### src/rtl/fifo_input_arbiter.sv
// Round-robin arbiter sharing one FIFO write port among four byte producers.
// Grants are bounded bursts; priority rotates past the last granted producer.
module fifo_input_arbiter #(
    parameter int BURST_MAX = 16
) (
    input  logic        clk_in,
    input  logic        reset_n_in,
    input  logic [31:0] reqData_in,
    input  logic [3:0]  reqValid_in,
    output logic [3:0]  reqReady_out,
    output logic [7:0]  outputData_out,
    output logic        outputValid_out,
    input  logic        outputReady_in,
    output logic [1:0]  grant_out,
    output logic        busy_out,
    output logic [7:0]  burstCount_out
);

    typedef enum logic {
        IDLE  = 1'b0,
        BURST = 1'b1
    } state_t;

    localparam logic [7:0] LAST_COUNT = 8'(BURST_MAX - 1);

    state_t      state;
    logic [1:0]  last_grant;
    logic [1:0]  next_grant;
    logic [1:0]  cand;
    logic        found;
    logic        sel_valid;
    logic [7:0]  sel_data;

    // Scan starts one past the last granted producer so nobody is starved.
    always_comb begin
        next_grant = last_grant;
        found      = 1'b0;
        cand       = last_grant;
        for (int i = 1; i <= 4; i++) begin
            cand = last_grant + 2'(i);
            if (!found && reqValid_in[cand]) begin
                next_grant = cand;
                found      = 1'b1;
            end
        end
    end

    assign busy_out  = (state == BURST);
    assign sel_valid = reqValid_in[grant_out];
    assign sel_data  = reqData_in[{grant_out, 3'b000} +: 8];

    // Zero-latency path from the granted producer straight to the FIFO.
    always_comb begin
        outputValid_out = busy_out & sel_valid;
        outputData_out  = busy_out ? sel_data : 8'h00;
        reqReady_out    = (busy_out && outputReady_in) ? (4'b0001 << grant_out) : 4'b0000;
    end

    always_ff @(posedge clk_in or negedge reset_n_in) begin
        if (!reset_n_in) begin
            state          <= IDLE;
            grant_out      <= 2'd0;
            last_grant     <= 2'd3;
            burstCount_out <= 8'd0;
        end else begin
            case (state)
                IDLE: begin
                    if (|reqValid_in) begin
                        grant_out      <= next_grant;
                        burstCount_out <= 8'd0;
                        state          <= BURST;
                    end
                end
                BURST: begin
                    if (!sel_valid) begin
                        state          <= IDLE;
                        last_grant     <= grant_out;
                        burstCount_out <= 8'd0;
                    end else if (outputReady_in) begin
                        if (burstCount_out == LAST_COUNT) begin
                            state          <= IDLE;
                            last_grant     <= grant_out;
                            burstCount_out <= 8'd0;
                        end else begin
                            burstCount_out <= burstCount_out + 8'd1;
                        end
                    end
                    // Valid with FIFO full: hold everything until it drains.
                end
                default: state <= IDLE;
            endcase
        end
    end

endmodule

### config.mk
export PLATFORM = sky130hd
export DESIGN_NAME = fifo_input_arbiter
export DESIGN_NICKNAME = d
export VERILOG_FILES = /design/src/rtl/fifo_input_arbiter.sv
export SDC_FILE = /design/constraint.sdc
export NUM_CORES = 1
export LEC_CHECK = 0
export BUFFER_PORTS_ARGS = -buffer_cell sky130_fd_sc_hd__buf_2
export CORE_UTILIZATION = 46
export CTS_CLUSTER_DIAMETER = 200
export DETAILED_ROUTE_END_ITERATION = 12
export HOLD_SLACK_MARGIN = 0.1
export PLACE_DENSITY = 0.84
export SYNTH_ARGS = -nofsm -noshare
export SYNTH_HDL_FRONTEND = slang
export SYNTH_SLANG_ARGS = --single-unit
export TNS_END_PERCENT = 50
### constraint.sdc
create_clock -name clk_in -period 3.1 [get_ports clk_in]
set_input_delay 0.31 -clock clk_in [delete_from_list [all_inputs] [get_ports clk_in]]
set_output_delay 0.31 -clock clk_in [all_outputs]
set_load 0.02 [all_outputs]
==> results.toml <==
[route]
via_per_inst = 5.84
drc = 0
detail_route.wirelength_mm = 2.86
firstDrtPassIters = 4
num_vias = 1144
initialDrtViolationCount = 29
drt-wirelength-per-cell_um = 14.6
antenna_left = 0

[power]
comb_power_share_pct = 59.5
power.share.sequential_pct = 31.2
swShare_pct = 46.5
vdd.ir_drop.worst_mv = 0.577
p_int_uw = 596
switchingPower_uw = 519
leakage_uw = 0.000703
powerDensity_nw_per_um2 = 796
clock_power_share_pct = 9.4

[critical_path]
worstRegToRegCells = 4
critical_path.cell_chain = "mux4_2 -> nand2_2 -> inv_4 -> buf_2"
worstPathRequired_ns = 2.79
critPathSlowestCell = "sky130_fd_sc_hd__dfrtp_1"
reg2reg_setup_slack_ns = 0.93
timing.critical_path.arrival_ns = 2.10
cp-end-kind = "output pin"
worst_path_largest_cell_delay_ns = 0.79
cp-startpoint = "grant_out[0]"
endpoint = "outputValid_out"
rr_startpoint = "grant_out[0]"
crit_path_start_kind = "flip-flop"
critical_path.max_fanout = 16
timing.rr.end = "burstCount_out[3]"
worst-setup-path-type = "reg -> out"

[floorplan]
core_area_um2 = 2190
dieHeight_um = 50.0
pin_count = 63
initial_core_utilization_pct = 48.4
die_width_um = 50.0
die_area_um2 = 2500
num_rows = 17

[logic_synthesis]
mappedNetlistNets = 145
post_synth.cell_area_avg_um2 = 10.1
syn-cell-area_um2 = 1060
ys_types = 34
synth.ff_latch_count = 13
synthesis.instances = 105
ys.warnings.count = 0
synth_seq_area_share_pct = 30.9

[clock_network]
cts_setup_buffers = 0
clk_transition_reported_paths_ns = 0.08
cts_sinks = 13
tritoncts = "built"
worstSkewPairLatency_ns = 0.27
htree_levels = 1
post_cts_repair_resize_count = 0
clockBufferDepth = 2
cts_made_buffers = 3
cts.hold.buffers_added = 1
cts_root_buf = "sky130_fd_sc_hd__clkbuf_4"

[place]
place.port_buffers = 62
globalplace.congestion = 0.925
sum_of_net_half_perimeters_after_detailed_placement_mm = 2.20
dpl-instance-area_um2 = 1360

[final_layout]
number_of_inserted_diodes = 0
final_layout_size_suffix_gt1_share_pct = 47.6
design_area_um2 = 1400
area_delta_synth_final_pct = 32.0
nNetsFinal = 209

[timing]
grt_setup_unrepaired = "no"
final-hold-violation-count = 0
timing_worst_slew_pin_value_ns = 0.684
fmax_mhz = 415
final_max_slew_viol_count = 0
final_period_minus_worst_setup_slack_ns = 2.41
clock-skew-final_ns = 0.000591
finalSetupTns_ns = 0
setup_viol = 0
slew_headroom_pct = 54.4
finalCritPeriodShare_pct = 77.7

[grt]
grt_start_max_net_pins = 17
vias_in_the_first_global_route = 1089
grt.overflow.total = 0
grt_first_pass_wirelength_mm = 4.64
grt_antenna_before_repair = 0
global_route.usage.total_pct = 24.8

[flow_run]
max_cap_violations = 0

[hold_path]
min-delay-path-class = "in -> async"

[status]
status = "finished, final reports clean"
## per-layer routing
layer / GRT usage [%] / wire length (um) / share of wire [%]
met5: 0 / 0 / 0
met3: 4.32 / 229 / 8.0
met4: 17.1 / 52 / 1.8
met2: 40.2 / 1410 / 49
met1: 29.3 / 1160 / 41
## power groups by stage
stage / logic [uW] / registers [uW] / clock network (uW)
6_report: 663 / 348 / 104
5_1_grt: 714 / 363 / 120
4_1_cts: 660 / 348 / 109
3_5_place_dp: 657 / 353 / 0
3_3_place_gp: 646 / 343 / 0
2_1_floorplan: 549 / 309 / 0
## cell families after synthesis
group | share of synthesized area (%)
multiplexers | 25.6
AO/OA/AOI/OAI | 15.4
flip-flops | 30.9
adder cells (fa/ha/maj) | 1.18
AND/OR/NAND/NOR | 21.6
buffers and inverters | 5.31
## cells in the mapped netlist (all sizes together)
cell type / count / area share [%]
dfrtp: 11 / 26
nand2: 10 / 3.8
nor2: 10 / 3.5
and2: 9 / 5.3
mux4: 9 / 19
o21ai: 7 / 3.3
a21oi: 5 / 2.4
mux2: 4 / 4.2
a22o: 3 / 2.5
a31oi: 3 / 1.8
clkbuf: 3 / 2.9
inv: 3 / 1.3
nand2b: 3 / 1.8
nand3: 3 / 1.4
nor2b: 3 / 1.8
and3: 2 / 1.2
dfstp: 2 / 5.0
mux2i: 2 / 1.9
nor4: 2 / 1.2
o31ai: 2 / 1.4
a22oi: 1 / 0.71
a2bb2oi: 1 / 0.83
a41oi: 1 / 0.83
buf: 1 / 1.1
ha: 1 / 1.2
nand4: 1 / 0.59
o211a: 1 / 0.94
o31a: 1 / 0.83
or4: 1 / 1.1
## registers in the layout, indices dropped and copies added, names as in the netlist
signal          flops
burstCount_out      8
busy_out            1
grant_out           2
last_grant          2
## worst max-delay path: cells and delay by family, from the launching register on
family	cells	cell delay, ns
DFF	1	0.79
and+or+nand+nor	1	0.15
buffers and inverters	2	0.23
muxes	1	0.66
## through the flow
stage / total power (uW) / worst slack (ns) / utilization (%) / hold slack (ns) / instances
floorplan: 859 / 1.27 / - / 0.0144 / 105
global placement: 989 / 1.01 / 62.3 / 0.206 / 191
detailed placement: 1010 / 0.960 / 62.3 / 0.215 / 191
CTS: 1120 / 0.670 / 63.9 / 0.445 / 196
global route: 1200 / 0.559 / 63.9 / 0.465 / 196
finish: 1110 / 0.692 / 63.9 / 0.461 / 196
## worst min path at each step
stage / endpoint / slack, ns / depth (start not counted) / from
after CTS: busy_out / 0.45 / 2 / reset_n_in
after floorplan: burstCount_out[0] / 0.01 / 0 / reset_n_in
final: burstCount_out[2] / 0.46 / 2 / reset_n_in
after global routing: burstCount_out[2] / 0.47 / 2 / reset_n_in
after detailed placement: burstCount_out[2] / 0.22 / 1 / reset_n_in
after global placement: burstCount_out[2] / 0.21 / 1 / reset_n_in
## placed cells by master (no fill, tap or decap), drive strengths merged, types with 2 or more instances in the layout
master	Yosys	final
a21oi	5	5
a22o	3	3
a31oi	3	3
and2	9	9
and3	2	2
buf	1	62
clkbuf	3	4
dfrtp	11	11
dfstp	2	2
inv	3	3
mux2	4	4
mux2i	2	2
mux4	9	9
nand2	10	10
nand2b	3	3
nand3	3	3
nor2	10	10
nor2b	3	3
nor4	2	2
o21ai	7	7
o31ai	2	2
## cell type report
cell class,instances,area (um2)
repair buffers,63,320
multi-input cells,85,677
fillers,168,791
well taps,28,35.0
clock buffers,4,26.3
inverters,3,13.8
flip-flops and latches,13,328
(Power assumes the default switching activity.)
